**src/rtl/rf_pkg.sv**
```systemverilog
// Shared constants and types for the register-file writeback path.
//   DATA_WIDTH : writeback data width (reg_file data_wr)
//   ADDR_WIDTH : register index width
//   NUM_REGS   : number of architectural registers
//   wb_req_t   : one writeback request (destination + data)
//   rr_pri_e   : which requester a 2-way round-robin arbiter currently favours
package rf_pkg;

  localparam int DATA_WIDTH = 32;
  localparam int ADDR_WIDTH = 5;
  localparam int NUM_REGS   = 1 << ADDR_WIDTH;

  typedef struct packed {
    logic [ADDR_WIDTH-1:0] rd;
    logic [DATA_WIDTH-1:0] data;
  } wb_req_t;

  typedef enum logic {
    PRI_0 = 1'b0,
    PRI_1 = 1'b1
  } rr_pri_e;

endpackage

```
**src/rtl/reg_wb_arbiter_rr_arb2.sv**
```systemverilog
// rr_arb2: 2-way round-robin arbiter.
//   clk, rst_n : clock, asynchronous active-low reset
//   req[1:0]   : requests
//   gnt[1:0]   : one-hot grant, combinational from req and the priority pointer
// A grant is always an accepted handshake (gnt implies req), so the pointer
// moves to the other requester whenever any grant is issued.
//
// state | meaning
// PRI_0 | requester 0 wins a tie (reset state)
// PRI_1 | requester 1 wins a tie
module rr_arb2
  import rf_pkg::*;
(
  input  logic       clk,
  input  logic       rst_n,
  input  logic [1:0] req,
  output logic [1:0] gnt
);

  rr_pri_e pri_q, pri_d;

  always_comb begin
    gnt    = 2'b00;
    pri_d  = pri_q;
    gnt[0] = req[0] & (~req[1] | (pri_q == PRI_0));
    gnt[1] = req[1] & (~req[0] | (pri_q == PRI_1));
    if (gnt[0]) begin
      pri_d = PRI_1;
    end else if (gnt[1]) begin
      pri_d = PRI_0;
    end
  end

  always_ff @(posedge clk or negedge rst_n) begin
    if (!rst_n) begin
      pri_q <= PRI_0;
    end else begin
      pri_q <= pri_d;
    end
  end

endmodule

```
**src/rtl/reg_wb_arbiter.sv**
```systemverilog
// reg_wb_arbiter: shares the reg_file write port between the ALU and LSU
// writeback paths and tracks pending writes for RAW hazard stalls.
//   alu_* / lsu_*     : valid/ready writeback requests (ready is combinational)
//   alloc_valid/rd    : decode marks a destination busy at issue
//   flush             : clears the whole scoreboard at the next edge
//   qry_rs1/2, busy_* : combinational scoreboard lookups
//   wr_en/addr_wr/data_wr : registered write port to reg_file
module reg_wb_arbiter
  import rf_pkg::*;
(
  input  logic                  clk,
  input  logic                  rst_n,
  input  logic                  alu_valid,
  output logic                  alu_ready,
  input  logic [ADDR_WIDTH-1:0] alu_rd,
  input  logic [DATA_WIDTH-1:0] alu_data,
  input  logic                  lsu_valid,
  output logic                  lsu_ready,
  input  logic [ADDR_WIDTH-1:0] lsu_rd,
  input  logic [DATA_WIDTH-1:0] lsu_data,
  input  logic                  alloc_valid,
  input  logic [ADDR_WIDTH-1:0] alloc_rd,
  input  logic                  flush,
  input  logic [ADDR_WIDTH-1:0] qry_rs1,
  input  logic [ADDR_WIDTH-1:0] qry_rs2,
  output logic                  busy_rs1,
  output logic                  busy_rs2,
  output logic                  wr_en,
  output logic [ADDR_WIDTH-1:0] addr_wr,
  output logic [DATA_WIDTH-1:0] data_wr
);

  logic [1:0]            gnt;
  wb_req_t               alu_req, lsu_req, win_req;
  logic                  wr_en_q, wr_en_d;
  logic [ADDR_WIDTH-1:0] addr_wr_q, addr_wr_d;
  logic [DATA_WIDTH-1:0] data_wr_q, data_wr_d;
  logic [NUM_REGS-1:0]   busy_q, busy_d;

  rr_arb2 u_arb (
    .clk   (clk),
    .rst_n (rst_n),
    .req   ({lsu_valid, alu_valid}),
    .gnt   (gnt)
  );

  assign alu_ready = gnt[0];
  assign lsu_ready = gnt[1];

  // Writes to x0 are accepted (and advance the arbiter) but never reach
  // reg_file; the port register keeps its previous address/data.
  always_comb begin
    alu_req   = '{rd: alu_rd, data: alu_data};
    lsu_req   = '{rd: lsu_rd, data: lsu_data};
    win_req   = gnt[1] ? lsu_req : alu_req;
    wr_en_d   = (|gnt) && (win_req.rd != '0);
    addr_wr_d = addr_wr_q;
    data_wr_d = data_wr_q;
    if (wr_en_d) begin
      addr_wr_d = win_req.rd;
      data_wr_d = win_req.data;
    end
  end

  // Clear on the reg_file commit edge, then set, so a new producer issued on
  // that same edge keeps the register busy.
  always_comb begin
    busy_d = busy_q;
    if (flush) begin
      busy_d = '0;
    end else begin
      if (wr_en_q) begin
        busy_d[addr_wr_q] = 1'b0;
      end
      if (alloc_valid && (alloc_rd != '0)) begin
        busy_d[alloc_rd] = 1'b1;
      end
    end
    busy_d[0] = 1'b0;
  end

  always_ff @(posedge clk or negedge rst_n) begin
    if (!rst_n) begin
      wr_en_q   <= 1'b0;
      addr_wr_q <= '0;
      data_wr_q <= '0;
      busy_q    <= '0;
    end else begin
      wr_en_q   <= wr_en_d;
      addr_wr_q <= addr_wr_d;
      data_wr_q <= data_wr_d;
      busy_q    <= busy_d;
    end
  end

  assign wr_en    = wr_en_q;
  assign addr_wr  = addr_wr_q;
  assign data_wr  = data_wr_q;
  assign busy_rs1 = busy_q[qry_rs1];
  assign busy_rs2 = busy_q[qry_rs2];

endmodule

```
**config.mk**
```make
export PLATFORM = sky130hd
export DESIGN_NAME = reg_wb_arbiter
export DESIGN_NICKNAME = d
export VERILOG_FILES = /design/src/rtl/rf_pkg.sv /design/src/rtl/reg_wb_arbiter_rr_arb2.sv /design/src/rtl/reg_wb_arbiter.sv
export SDC_FILE = /design/constraint.sdc
export NUM_CORES = 1
export LEC_CHECK = 0
export CORE_MARGIN = 4
export CORE_UTILIZATION = 45
export CTS_BUF_LIST = sky130_fd_sc_hd__clkbuf_8
export DETAILED_ROUTE_END_ITERATION = 8
export GPL_TIMING_DRIVEN = 0
export PLACE_DENSITY = 0.8
export SLEW_MARGIN = 20
export SYNTH_ARGS = -nofsm -noshare
export SYNTH_HDL_FRONTEND = slang
export SYNTH_HIERARCHICAL = 1
export SYNTH_SLANG_ARGS = --single-unit
```
**constraint.sdc**
```tcl
create_clock -name clk -period 4.45 [get_ports clk]
set_input_delay 1.335 -clock clk [delete_from_list [all_inputs] [get_ports clk]]
set_output_delay 1.335 -clock clk [all_outputs]
set_load 0.01 [all_outputs]
```
# Word level (Yosys, flattened, before mapping)
# Cells that the tools add are included.
[totals]
ff_bits = 70
in_bits = 95
out_inout_bits = 42
wordCells = 44
[classes]
n_lt_le_gt_ge = 6
mux = 15
bitwise = 10
reduce_logical = 8
[ops]
columns = ["operator", "count"]
rows = [
  ["32-bit two-way mux", 4],
  ["37-bit two-way mux", 1],
  ["32-bit bitwise AND", 1],
  ["32-bit NOT", 1],
  ["32-bit bitwise OR", 1],
  ["5-bit by 6-bit less-than comparator with 1-bit output, second input constant", 4],
  ["1-bit binary-select mux with 5-bit select", 2],
  ["1-bit demux with 5-bit select", 2],
  ["5-bit by 1-bit >= comparator with 1-bit output, second input constant", 2],
  ["5-bit nonzero test", 2],
  ["1-bit two-way mux", 6],
  ["1-bit logical AND", 4],
  ["1-bit NOT", 3],
  ["1-bit bitwise AND", 2],
  ["1-bit bitwise OR", 2],
  ["2-bit nonzero test", 1],
  ["2-bit OR reduction", 1],
]

# Depth between registers and ports, before layout
# Gate-level depths: netlist of run 1.
[logic_depth]
depth_word = 11
ltp_mapped = 7
mapped_depth_nobuf = 5

# By module
# The synthesis of run 1 kept the hierarchy.
[modules_own_cells]
columns = ["module", "instances", "cells_per_inst", "area_each_um2", "seq_area_each_um2"]
rows = [
  ["reg_wb_arbiter", 1, 360, 3908.7, 1726.7],
  ["rr_arb2", 1, 7, 61.3, 25.0],
]

# Worst setup path after synthesis of run 1
# Ideal clock, no wire load.
[synth_timing]
kind = "input to output"
startpoint = "input port qry_rs1[0]"
endpoint = "output port busy_rs1"
arrival_ps = 2534
required_ps = 3115
slack_ps = 581
cell_stages = 5
path_buffers = 1
cell_sequence = "clkbuf_1 mux4_2 nand2b_1 o211ai_1 nand4_1"
[synth_between]
elab_chain_cells = 2
[synth_lines]
columns = ["element", "line_no", "rtl"]
rows = [
  ["start, declared", "reg_wb_arbiter.sv:24", "input logic [ADDR_WIDTH-1:0] qry_rs1,"],
  ["1-bit binary-select mux with 5-bit select", "reg_wb_arbiter.sv:99", "assign busy_rs1 = busy_q[qry_rs1];"],
  ["1-bit two-way mux (implied by the code)", "reg_wb_arbiter.sv:99", ""],
  ["end, declared", "reg_wb_arbiter.sv:26", "output logic busy_rs1,"],
]
# No other way between the ends. The select of a mux whose other input is x is not followed.

# Final worst setup path of run 1
[layout_timing]
startpoint = "input port qry_rs2[1]"
endpoint = "output port busy_rs2"
[layout_between]
elab_chain_cells = 2
[layout_lines]
columns = ["element", "line_no", "rtl"]
rows = [
  ["start, declared", "reg_wb_arbiter.sv:25", "input logic [ADDR_WIDTH-1:0] qry_rs2,"],
  ["1-bit binary-select mux with 5-bit select", "reg_wb_arbiter.sv:100", "assign busy_rs2 = busy_q[qry_rs2];"],
  ["1-bit two-way mux (implied by the code)", "reg_wb_arbiter.sv:100", ""],
  ["end, declared", "reg_wb_arbiter.sv:27", "output logic busy_rs2,"],
]
# No other way between the ends. The select of a mux whose other input is x is not followed.

==> metrics.txt, run 1 <==
# TYPE chip_impl_metric gauge
chip_impl_metric{name="detail_route.wirelength",unit="mm"} 11.24
chip_impl_metric{name="track_usage",unit="%"} 22.51
chip_impl_info{name="cp-end-kind",value="output port"} 1
chip_impl_metric{name="numClockSinks",unit=""} 70
chip_impl_metric{name="final.period_utilization",unit="%"} 96.58
chip_impl_info{name="yosys-top-cells-area",value="dfrtp_1, mux2_2, mux2_4"} 1
chip_impl_metric{name="cts-root-to-sink-buffers",unit=""} 2
chip_impl_metric{name="h-tree-depth",unit=""} 3
chip_impl_metric{name="peakVddDrop",unit="V"} 0.0002350
chip_impl_metric{name="finalMaxSlewViolations",unit=""} 0
chip_impl_metric{name="dieHeight",unit="um"} 101.9
chip_impl_info{name="cts_root_buf",value="clkbuf_8"} 1
chip_impl_metric{name="place_congestion",unit=""} 0.8752
chip_impl_metric{name="post_route_drc",unit=""} 0
chip_impl_metric{name="cell_pwr_density",unit="nW/um^2"} 328.3
chip_impl_metric{name="diodes",unit=""} 0
chip_impl_metric{name="fin_nets",unit=""} 609
chip_impl_metric{name="multi_input_area",unit="um^2"} 2088
chip_impl_metric{name="floorplan.initialDensity",unit="%"} 45.97
chip_impl_metric{name="fillers",unit=""} 684
chip_impl_info{name="grt_setup_unrepaired",value="no"} 1
chip_impl_metric{name="detail_route.iter0.violations",unit=""} 135
chip_impl_metric{name="post_route_cells_drive_above_1_share",unit="%"} 20.81
chip_impl_info{name="ys_dominant_reg_cell",value="dfrtp_1"} 1
chip_impl_metric{name="synth_sequential_area_ratio",unit="%"} 44.12
chip_impl_metric{name="ys.warnings.count",unit=""} 6
chip_impl_info{name="yosysTopAreaCell",value="dfrtp_1"} 1
chip_impl_metric{name="holdPathStages",unit=""} 1
chip_impl_metric{name="grt.overflow.total",unit=""} 0
chip_impl_metric{name="post-synth-top-area-fraction",unit="%"} 44.12
chip_impl_metric{name="clk_latency",unit="ps"} 360
chip_impl_info{name="worstHoldStart",value="data_wr[8]"} 1
chip_impl_metric{name="postSynthNetCount",unit=""} 462
chip_impl_metric{name="routedWlPerCell",unit="um"} 17.93
chip_impl_metric{name="slew_headroom",unit="%"} 35.85
chip_impl_metric{name="grt_pass1_wl",unit="mm"} 18.07
chip_impl_metric{name="core",unit="um^2"} 8636
chip_impl_metric{name="r2r_cells",unit=""} 6
chip_impl_metric{name="num_vias",unit=""} 3469
chip_impl_metric{name="dieWidth",unit="um"} 101.9
chip_impl_metric{name="area_growth",unit="%"} 43.40
chip_impl_metric{name="ff_latch_area",unit="um^2"} 1752
chip_impl_metric{name="timing_worst_slew_pin_value",unit="ps"} 960.1
chip_impl_metric{name="finalPower",unit="mW"} 1.869
chip_impl_metric{name="fin_worst_skew",unit="ps"} 19.06
chip_impl_metric{name="detail_route.first_pass.iterations",unit=""} 4
chip_impl_info{name="status",value="complete, no violations"} 1
chip_impl_metric{name="ys_ff_latch",unit=""} 70
chip_impl_metric{name="cp_data_required_time",unit="ps"} 3120
chip_impl_metric{name="dpl.hpwl",unit="mm"} 8.615
chip_impl_info{name="timing.rr.start",value="u_arb/pri_q"} 1
chip_impl_metric{name="antenna_left",unit=""} 0
chip_impl_metric{name="routed_via_density",unit=""} 5.533
chip_impl_metric{name="postSynthCellCount",unit=""} 367
chip_impl_metric{name="holdBufCountCts",unit=""} 0
chip_impl_metric{name="antenna_found_initial",unit=""} 0
chip_impl_metric{name="number_of_buffers_created_by_cts",unit=""} 9
chip_impl_metric{name="max_freq",unit="GHz"} 0.2327
chip_impl_metric{name="pin_count_of_the_biggest_net_entering_global_routing",unit=""} 49
chip_impl_info{name="timing.hold.worst.class",value="flip-flop to flip-flop"} 1
chip_impl_info{name="timing.critical_path.from_type",value="primary input"} 1
chip_impl_metric{name="hold_viol_final",unit=""} 0
chip_impl_metric{name="number_of_ports_placed_on_the_die_boundary",unit=""} 137
chip_impl_metric{name="fp.dieArea",unit="um^2"} 10390
chip_impl_metric{name="postLayoutCoreUtil",unit="%"} 65.92
chip_impl_info{name="worstSetupStartpoint",value="qry_rs2[1]"} 1
chip_impl_info{name="tritoncts",value="built"} 1
chip_impl_metric{name="port_bufs",unit=""} 132
chip_impl_metric{name="cellLeakagePower",unit="nW"} 2.372
chip_impl_metric{name="asyncSetResetFlopFracSynth",unit="%"} 100.0
chip_impl_metric{name="first_global_vias",unit=""} 3660
chip_impl_metric{name="synth.distinct_cells",unit=""} 35
chip_impl_metric{name="clkSlewWorstSetupHoldPaths",unit="ps"} 70
chip_impl_info{name="timing.setup.critical_path_class",value="primary input to output port"} 1
chip_impl_metric{name="final.min_clock_period",unit="ps"} 4298
chip_impl_metric{name="worstPathArrival",unit="ps"} 2960
chip_impl_metric{name="placement_rows",unit=""} 34
chip_impl_metric{name="post_synth_instance_area",unit="um^2"} 3970
chip_impl_metric{name="avgSynthCellArea",unit="um^2"} 10.82
chip_impl_metric{name="maximum_net_fanout_on_the_critical_path",unit=""} 10
chip_impl_metric{name="synth-edff-count",unit=""} 0
chip_impl_metric{name="final_setup_violating_endpoints",unit=""} 0
chip_impl_metric{name="max_cap_viol_count",unit=""} 0
[placed cells by master, fill, tap and decap left out, drive strengths merged]
cell	count
and3b	3
nand3b	3
inv	6
o211ai	2
and2	1
a211oi	2
dlymetal6s2s	4
buf	15
nor3b	4
nor2b	4
o21ai	35
nand2b	5
a21oi	37
bufinv	1
o221ai	1
or3	1
o2111ai	2
or3b	1
a21boi	1
mux4	6
nand4	2
nor3	1
clkbuf	22
clkinv	5
or4	2
mux2	70
a22oi	4
mux2i	20
and3	2
nor2	8
clkdlybuf4s50	127
nand3	13
nand2	39
dfrtp	70
[stage by stage]
stage	instance area, um^2	worst slack, ps	instances	hold WS (ps)	setup TNS (ps)
final	5693	152.1	627	509.2	0
after global routing	5693	63.67	627	533.0	0
after CTS	5664	7.844	625	514.6	0
after detailed placement	5451	-365.0	608	496.5	-684.6
after global placement	5426	-388.0	607	489.3	-21920
after floorplan	3970	581.4	367	502.8	0
[critical path, cell delays in order]
cell and delay [ps]:
clkbuf_1 350, mux4_2 390, nand2b_1 170, o211ai_1 100, nand4_1 130, clkdlybuf4s50_1 490
[metal layers]
layer,GRT usage (%),part of all wire (%),vias up
met4,7.064,1.7,0
met1,27.66,39,1654
li1,-,-,1633
met3,7.986,11,20
met2,37.37,48,162
met5,0,0,-
[final timing paths]
path,slack [ps],end
hold reg to reg,510,data_wr[8]
setup reg to reg,2190,addr_wr[3]
hold / removal,510,data_wr[8]
setup / recovery,150,busy_rs2
max in group asynchronous,3020,data_wr[4]
min in group asynchronous,870,busy_q[7]
[Yosys cell counts (5+ instances only)]
cell / instances
dfrtp_1: 70
mux2_2: 53
nand2_1: 39
a21oi_1: 37
o21ai_0: 32
mux2i_1: 20
mux2_4: 17
clkbuf_1: 13
nand3_1: 13
nor2_1: 8
mux4_2: 6
inv_1: 5
nand2b_1: 5
[registers in the layout, indices dropped and copies added (netlist names)]
name	cells
data_wr	32
wr_en	1
busy_q	31
addr_wr	5
u_arb/pri_q	1
[power by group]
part / leakage, nW / switching [mW] / internal (mW)
clock network: 0.104 / 0.245 / 0.256
logic: 1.38 / 0.248 / 0.358
registers: 0.887 / 0.0484 / 0.714
[layout make-up]
class                      instances  area share [%]
buffer                            23           2.330
clock inverter                     7           1.165
inverter                           5          0.3297
sequential                        70           30.77
tap                              108           2.374
timing repair buffer             136           24.18
multi-input combinational        269           36.68
clock buffer                       9           2.176
[logic make-up after synthesis]
group	count (synthesis)	synth area share, %
buffers and inverters	28	3.372
AND/OR/NAND/NOR	89	11.16
AO/OA/AOI/OAI	84	11.44
multiplexers	96	29.91
flip-flops	70	44.12
[what timing repair did]
action	4_1_cts	5_1_grt
gates cloned	0	1
buffers inserted	1	1
resized for setup	6	9
setup endpoints to repair	2	2
Power figures use the tool's default switching activity.
==> inputs of run 2 (changes only) <==
--- a/config.mk
+++ b/config.mk
@@ -9,8 +9,8 @@
 export CORE_UTILIZATION = 45
 export CTS_BUF_LIST = sky130_fd_sc_hd__clkbuf_8
 export DETAILED_ROUTE_END_ITERATION = 8
+export DONT_BUFFER_PORTS = 1
 export GPL_TIMING_DRIVEN = 0
-export PLACE_DENSITY = 0.8
 export SLEW_MARGIN = 20
 export SYNTH_ARGS = -nofsm -noshare
 export SYNTH_HDL_FRONTEND = slang
==> metrics.txt, run 2 (synthesis gave the netlist of run 1 again) <==
# TYPE chip_impl_metric gauge
chip_impl_info{name="status",value="complete, no violations"} 1
chip_impl_metric{name="grt.overflow.total",unit=""} 0
chip_impl_metric{name="max_cap_viol_count",unit=""} 0
chip_impl_metric{name="finalMaxSlewViolations",unit=""} 0
chip_impl_metric{name="postCtsResizedCells",unit=""} 0
chip_impl_metric{name="post_cts.repair.setup_buffers",unit=""} 0
chip_impl_metric{name="number_of_ports_placed_on_the_die_boundary",unit=""} 137
chip_impl_metric{name="routedWlPerCell",unit="um"} 20.13
chip_impl_metric{name="floorplan.initialDensity",unit="%"} 45.97
chip_impl_metric{name="h-tree-depth",unit=""} 3
chip_impl_metric{name="detail_route.wirelength",unit="mm"} 9.866
chip_impl_info{name="mostFrequentLayoutCell",value="dfrtp_1"} 1
chip_impl_info{name="cts_root_buf",value="clkbuf_8"} 1
chip_impl_metric{name="cts-root-to-sink-buffers",unit=""} 2
chip_impl_metric{name="antenna_left",unit=""} 0
chip_impl_info{name="setup.worst_path.end",value="busy_rs2"} 1
chip_impl_metric{name="largest_register_ff_count",unit=""} 32
chip_impl_info{name="timing.setup.critical_path_class",value="primary input to output port"} 1
chip_impl_metric{name="holdBufCountCts",unit=""} 0
chip_impl_metric{name="critical-path-max-stage-delay",unit="ps"} 580
chip_impl_info{name="cp-end-kind",value="output port"} 1
chip_impl_metric{name="hold_viol_final",unit=""} 0
chip_impl_metric{name="final.min_clock_period",unit="ps"} 4136
chip_impl_metric{name="core",unit="um^2"} 8636
chip_impl_metric{name="cp_data_required_time",unit="ps"} 3120
chip_impl_metric{name="maximum_net_fanout_on_the_critical_path",unit=""} 7
chip_impl_metric{name="post_route_drc",unit=""} 0
chip_impl_metric{name="grt_pass1_wl",unit="mm"} 15.76
chip_impl_info{name="cpMaxStageDelayCell",value="mux4_2"} 1
chip_impl_metric{name="postLayoutCoreUtil",unit="%"} 49.71
chip_impl_metric{name="max_freq",unit="GHz"} 0.2418
chip_impl_metric{name="pin_count_of_the_biggest_net_entering_global_routing",unit=""} 71
chip_impl_info{name="r2r-end",value="data_wr[20]"} 1
chip_impl_metric{name="clkSlewWorstSetupHoldPaths",unit="ps"} 70
chip_impl_info{name="tritoncts",value="built"} 1
chip_impl_info{name="timing.rr.start",value="u_arb/pri_q"} 1
chip_impl_metric{name="place_congestion",unit=""} 0.8481
chip_impl_metric{name="final.period_utilization",unit="%"} 92.95
chip_impl_metric{name="holdPathStages",unit=""} 2
chip_impl_metric{name="dieWidth",unit="um"} 101.9
chip_impl_metric{name="num_vias",unit=""} 2877
chip_impl_info{name="mostFrequentLayoutCells",value="dfrtp_1, mux2_2, nand2_1"} 1
chip_impl_metric{name="dpl.hpwl",unit="mm"} 7.173
chip_impl_info{name="worstSetupStartpoint",value="qry_rs2[0]"} 1
chip_impl_metric{name="worstPathArrival",unit="ps"} 2800
chip_impl_info{name="timing.critical_path.from_type",value="primary input"} 1
chip_impl_metric{name="numClockSinks",unit=""} 70
chip_impl_metric{name="port_bufs",unit=""} 0
chip_impl_metric{name="clk_latency",unit="ps"} 340
chip_impl_metric{name="routed_via_density",unit=""} 5.871
chip_impl_metric{name="final_setup_violating_endpoints",unit=""} 0
chip_impl_metric{name="antenna_found_initial",unit=""} 0
chip_impl_info{name="grt_setup_unrepaired",value="no"} 1
chip_impl_metric{name="fp.dieArea",unit="um^2"} 10390
chip_impl_metric{name="area_growth",unit="%"} 8.131
chip_impl_metric{name="detail_route.iter0.violations",unit=""} 161
chip_impl_metric{name="first_global_vias",unit=""} 3042
chip_impl_info{name="cell_chain_of_the_critical_path",value="clkbuf_1 > mux4_2 > nand2b_1 > o211ai_1 > nand4_1"} 1
chip_impl_info{name="timing.hold.worst.class",value="flip-flop to flip-flop"} 1
chip_impl_metric{name="diodes",unit=""} 0
chip_impl_metric{name="number_of_buffers_created_by_cts",unit=""} 9
chip_impl_metric{name="post_route_cells_drive_above_1_share",unit="%"} 25.65
chip_impl_metric{name="track_usage",unit="%"} 19.50
chip_impl_metric{name="placement_rows",unit=""} 34
chip_impl_metric{name="slew_headroom",unit="%"} 31.37
chip_impl_metric{name="cell_pwr_density",unit="nW/um^2"} 374.9
chip_impl_metric{name="cellLeakagePower",unit="nW"} 1.778
chip_impl_metric{name="dieHeight",unit="um"} 101.9
chip_impl_metric{name="r2r_cells",unit=""} 6
chip_impl_metric{name="fin_nets",unit=""} 473
chip_impl_metric{name="fin_worst_skew",unit="ps"} 6.657
chip_impl_metric{name="fin_tns_setup",unit="ps"} 0
chip_impl_metric{name="timing_worst_slew_pin_value",unit="ps"} 1027
chip_impl_metric{name="detail_route.first_pass.iterations",unit=""} 4
chip_impl_metric{name="peakVddDrop",unit="V"} 0.0001902
chip_impl_metric{name="regToRegSetupSlack",unit="ps"} 2210
==> run 2: critical path, delay by kind of cell <==
| kind | cells | cell delay (ps) |
|---|---|---|
| buffers and inverters | 1 | 380 |
| multiplexers | 1 | 580 |
| AO/OA/AOI/OAI | 1 | 140 |
| AND/OR/NAND/NOR | 2 | 360 |
==> run 2: worst min path at each step <==
stage                     start     endpoint
floorplan           u_arb/pri_q  u_arb/pri_q
global placement    u_arb/pri_q  u_arb/pri_q
detailed placement  u_arb/pri_q  u_arb/pri_q
CTS                 u_arb/pri_q  u_arb/pri_q
global route        u_arb/pri_q  u_arb/pri_q
finish              u_arb/pri_q  u_arb/pri_q
==> run 2: cell type report <==
| cell class | instances | area (um^2) |
|---|---|---|
| Buffer | 23 | 115.1 |
| Inverter | 5 | 18.77 |
| Clock inverter | 5 | 50.05 |
| Sequential cell | 70 | 1752 |
| Tap cell | 108 | 135.1 |
| Fill cell | 800 | 4343 |
| Multi-Input combinational cell | 269 | 2085 |
| Clock buffer | 10 | 137.6 |
==> run 2: metal layers <==
layer / vias to the layer above / GRT usage (%) / part of all wire [%]
li1: 1353 / - / -
met1: 1393 / 25.81 / 42
met2: 120 / 30.13 / 48
met3: 11 / 5.188 / 8.5
met4: 0 / 8.880 / 1.7
met5: - / 0 / 0
==> run 2: where the power goes <==
part	switching, mW	leakage (nW)	internal [mW]
combinational	0.140	0.789	0.159
clock	0.231	0.102	0.267
sequential	0.0980	0.887	0.714
total	0.469	1.78	1.14
==> run 2: stage by stage <==
step	hold WS (ps)	instance area [um^2]	cells	power [mW]	setup slack (ps)
after detailed placement	538.6	4105	475	1.125	293.8
final	537.5	4293	490	1.609	313.8
after CTS	545.4	4293	490	1.627	291.2
after floorplan	502.8	3970	367	1.049	581.4
after global routing	565.8	4293	490	1.691	216.8
after global placement	523.2	4105	475	1.120	316.3
